**config.mk**
```make
export PLATFORM = sky130hd
export DESIGN_NAME = cic3_decimator_echip65
export DESIGN_NICKNAME = d
export VERILOG_FILES = /design/src/rtl/cic3_decimator_echip65.sv
export SDC_FILE = /design/constraint.sdc
export NUM_CORES = 1
export LEC_CHECK = 0
export CORE_ASPECT_RATIO = 1.4
export CORE_MARGIN = 2
export CORE_UTILIZATION = 51
export CTS_CLUSTER_SIZE = 28
export DETAILED_ROUTE_END_ITERATION = 10
export PLACE_DENSITY_LB_ADDON = 0.25
export SYNTH_ARGS = -nofsm -noshare
export SYNTH_HDL_FRONTEND = slang
export SYNTH_SLANG_ARGS = --single-unit
```
**constraint.sdc**
```tcl
create_clock -name clk -period 6.1 [get_ports clk]
set_input_delay 0.61 -clock clk [delete_from_list [all_inputs] [get_ports clk]]
set_output_delay 0.61 -clock clk [all_outputs]
set_load 0.1 [all_outputs]
```
**src/rtl/cic3_decimator_echip65.sv**
```systemverilog
// Third-order CIC (sinc^3) decimator for one ECHIP channel: 1-bit modulator
// stream in, unsigned OUT_W-bit word out every DECIM clocks, with debug monitor mux.
module cic3_decimator_echip65 #(
    parameter int unsigned DECIM = 256,
    parameter int unsigned OUT_W = 25
) (
    input  logic             clk,
    input  logic             reset_n,
    input  logic             in,
    input  logic [3:0]       digital_monitor_sel,
    output logic [OUT_W-1:0] out
);

    localparam int unsigned CNT_W = $clog2(DECIM);

    logic [OUT_W-1:0] i1_q, i1_d;
    logic [OUT_W-1:0] i2_q, i2_d;
    logic [OUT_W-1:0] i3_q, i3_d;
    logic [OUT_W-1:0] d1_q, d1_d;
    logic [OUT_W-1:0] d2_q, d2_d;
    logic [OUT_W-1:0] d3_q, d3_d;
    logic [OUT_W-1:0] y_q, y_d;
    logic [OUT_W-1:0] out_q, out_d;
    logic [CNT_W-1:0] cnt_q, cnt_d;

    logic             strobe;
    logic [OUT_W-1:0] c1, c2, c3;

    // Integrators and decimation counter; wrap-around is intended, the combs undo it.
    always_comb begin
        i1_d  = i1_q + OUT_W'(in);
        i2_d  = i2_q + i1_q;
        i3_d  = i3_q + i2_q;
        cnt_d = cnt_q + CNT_W'(1);
    end

    assign strobe = (cnt_q == CNT_W'(DECIM - 1));

    // Comb section, evaluated only on the decimation strobe.
    always_comb begin
        c1   = i3_q - d1_q;
        c2   = c1 - d2_q;
        c3   = c2 - d3_q;
        d1_d = d1_q;
        d2_d = d2_q;
        d3_d = d3_q;
        y_d  = y_q;
        if (strobe) begin
            d1_d = i3_q;
            d2_d = c1;
            d3_d = c2;
            y_d  = c3;
        end
    end

    // Monitor mux, registered every clock; never feeds back into the filter.
    always_comb begin
        out_d = y_q;
        case (digital_monitor_sel)
            4'd1:    out_d = i1_q;
            4'd2:    out_d = i2_q;
            4'd3:    out_d = i3_q;
            4'd4:    out_d = OUT_W'(in);
            4'd5:    out_d = OUT_W'(cnt_q);
            4'd6:    out_d = OUT_W'(25'h1555555);
            4'd7:    out_d = OUT_W'(25'h0AAAAAA);
            default: out_d = y_q;
        endcase
    end

    always_ff @(posedge clk or negedge reset_n) begin
        if (!reset_n) begin
            i1_q  <= '0;
            i2_q  <= '0;
            i3_q  <= '0;
            d1_q  <= '0;
            d2_q  <= '0;
            d3_q  <= '0;
            y_q   <= '0;
            out_q <= '0;
            cnt_q <= '0;
        end else begin
            i1_q  <= i1_d;
            i2_q  <= i2_d;
            i3_q  <= i3_d;
            d1_q  <= d1_d;
            d2_q  <= d2_d;
            d3_q  <= d3_d;
            y_q   <= y_d;
            out_q <= out_d;
            cnt_q <= cnt_d;
        end
    end

    assign out = out_q;

endmodule

```
==> flow_summary_export.csv <==
group,metric,value,unit
outcome,status,"finished clean",
logic_synthesis,yosys.cell_count.top_type,"dfrtp_1",
critical_path,start_kind,"flop",
floorplanning,die_x,141.6,um
global_route,grt_pass1_vias,10680,
sta,tightestPinTransition,1.087,ns
sta,slew_violations,0,
clock_tree,cts_tree,"yes",
floorplanning,start_util,51.78,%
final_layout,post-route-util,57.98,%
logic_synthesis,ys.warnings.count,0,
logic_synthesis,synth.top_cell.area_share,38.51,%
logic_synthesis,synth-seq-cells,208,
sta,finalSetupViolCount,0,
critical_path,crit_path_end_kind,"flop",
final_layout,drive_gt1_share,6.820,%
final_layout,syn2layout_area_growth,11.96,%
global_route,grt_max_degree,107,
clock_tree,clkTransAtPathRegs,0.07,ns
logic_synthesis,yosysUniqueCellTypes,69,
clock_tree,ctsRootBufferMaster,"clkbuf_16",
critical_path,slowest_delay,0.38,ns
critical_path,reg2reg_from,"i3_q[0]",
placed_design,pre_cts_ws,-0.06400,ns
placed_design,routabilityCongestion,0.9003,
logic_synthesis,ys_async_sr_fraction,100.0,%
logic_synthesis,syn_inst,1478,
floorplanning,dieHeight,196.6,um
placed_design,numPortBuffers,31,
drt,drc,0,
sta,fmax,173.7,MHz
placed_design,dp_hpwl,22.81,mm
floorplanning,coreArea,0.02610,mm2
critical_path,cp_slowest_cell,"dfrtp_1",
logic_synthesis,synth_edf_count,0,
clock_tree,htree_levels,1,
clock_tree,max-clock-path-buffers,3,
sta,rsz0062_at_grt,"yes",
sta,timing_hold_violations_final,0,
logic_synthesis,ys.flop_type,"dfrtp_1",
global_route,grt_usage,22.50,%
logic_synthesis,synth_common_cells,"dfrtp_1, nand2_1, o21ai_0",
run,drv_cap,0,
min_path,hp-class,"in2async",
critical_path,critPathBufInv,2,
final_layout,final_area,0.01513,mm2
sta,setup-tns-final,0,ns
floorplanning,num_io_pins,32,
logic_synthesis,synthTopCellsByArea,"dfrtp_1, ha_1, xnor2_1, o21ai_0, a21oi_1",
critical_path,worstPathArrival,6.16,ns
drt,dr.pass1.iters,5,
drt,avgViaCountPerCell,5.824,
drt,num_vias,10770,
global_route,overflow,0,
sta,timing.final.crit_share,94.36,%
drt,detail-route-antenna-nets,0,
final_layout,final_nets,1644,
clock_tree,numCtsBuffers,22,
logic_synthesis,syn_area,0.01352,mm2
critical_path,ff2ff_path_depth,26,
critical_path,path_delay_family,"compound AO/OA/AOI/OAI gates",
critical_path,r2r_end,"y_q[21]",
sta,relSlewSlack,27.48,%
sta,period_needed,5.756,ns
critical_path,required,6.50,ns
floorplanning,row_count,70,
clock_tree,insertion_delay,0.52,ns
floorplanning,die_area,0.02784,mm2
final_layout,antenna_cells,0,
logic_synthesis,synth_top_cell_by_area,"dfrtp_1",
drt,drt_wl_total,30.88,mm
sta,finalWorstSetupSlack,0.3440,ns
critical_path,cp_max_fo,5,
logic_synthesis,yosysSeqAreaShare,38.51,%
global_route,antenna_found_initial,0,
global_route,grt_pass1_wl,51.25,mm
critical_path,rrSetupSlack,0.34,ns
drt,drt_iter0_drc,693,
placed_design,place_area,0.01422,mm2
critical_path,path_class,"reg2reg",
logic_synthesis,syn_area_per_cell,9.144,um2
logic_synthesis,synth_nets,1613,
sta,fin_skew,0.008205,ns
clock_tree,ctsHoldBuffers,0,
clock_tree,clock_sinks,208,
drt,wl_per_cell,16.70,um
[metal layers]
layer	wire [um]	up-vias	part of all wire, %	GRT usage, %
met3	830	60	2.7	2.211
li1	-	5364	-	-
met5	0	-	0	0
met1	13980	5160	45	28.99
met4	846	0	2.7	7.630
met2	15220	184	49	39.59
[per-stage QoR]
step,std cells,hold slack (ns)
CTS,1845,0.2010
detailed placement,1805,0.4734
finish,1849,0.1468
global placement,1805,0.4655
global route,1849,0.2418
floorplan,1478,0.3144
[placed cells by master (no fill, tap or decap), types with 30 or more instances in the layout]
cell type        synthesis  final
a21o_1                  46     46
a21oi_1                110    108
clkdlybuf4s50_1          0     30
dfrtp_1                208    208
ha_1                   123    122
inv_1                  108    108
nand2_1                144    144
nand3_1                 33     32
nor2_1                  94     93
o21ai_0                127    125
xnor2_1                 86     86
xor2_1                  37     37
[sequential cells by signal, summed over array words and instances, names as in the netlist]
signal / cells
cnt_q: 8
d3_q: 25
out: 25
i3_q: 25
i1_q: 25
d1_q: 25
d2_q: 25
y_q: 25
i2_q: 25
[area by class of cell]
| cell class | count | area, um2 |
|---|---|---|
| sequential | 208 | 5205 |
| tap | 324 | 405.4 |
| clock inverter | 13 | 222.7 |
| multi-input combinational | 1118 | 7819 |
| inverter | 108 | 405.4 |
| timing repair buffer | 51 | 464.2 |
| fill | 2278 | 10970 |
| clock buffer | 27 | 610.6 |
[what timing repair did]
action                     CTS  global route
buffers inserted             0             4
pin swaps                    0             7
setup endpoints to repair    2             6
gates resized for setup      1            12
[how the worst max path moves through the flow]
| stage | slack (ns) | start | end | cells past startpoint |
|---|---|---|---|---|
| finish | 0.34 | i3_q[0] | y_q[21] | 26 |
| global route | -0.07 | i3_q[0] | y_q[21] | 26 |
| CTS | 0.01 | i3_q[0] | y_q[21] | 26 |
| detailed placement | -0.06 | i3_q[0] | y_q[21] | 26 |
| global placement | 0.02 | i3_q[0] | y_q[21] | 26 |
| floorplan | 0.28 | i3_q[0] | y_q[21] | 27 |
[cells by family after synthesis]
family	synth area share, %
AND/OR/NAND/NOR	14.30
flip-flops	38.51
buffers and inverters	4.231
adder cells (fa/ha/maj)	12.13
multiplexers	0.9813
AO/OA/AOI/OAI	21.54
XOR/XNOR	8.304
Power is left out: the tool's default activity adds up to more than one toggle a clock period on the data nets, which glitch-free logic cannot reach.
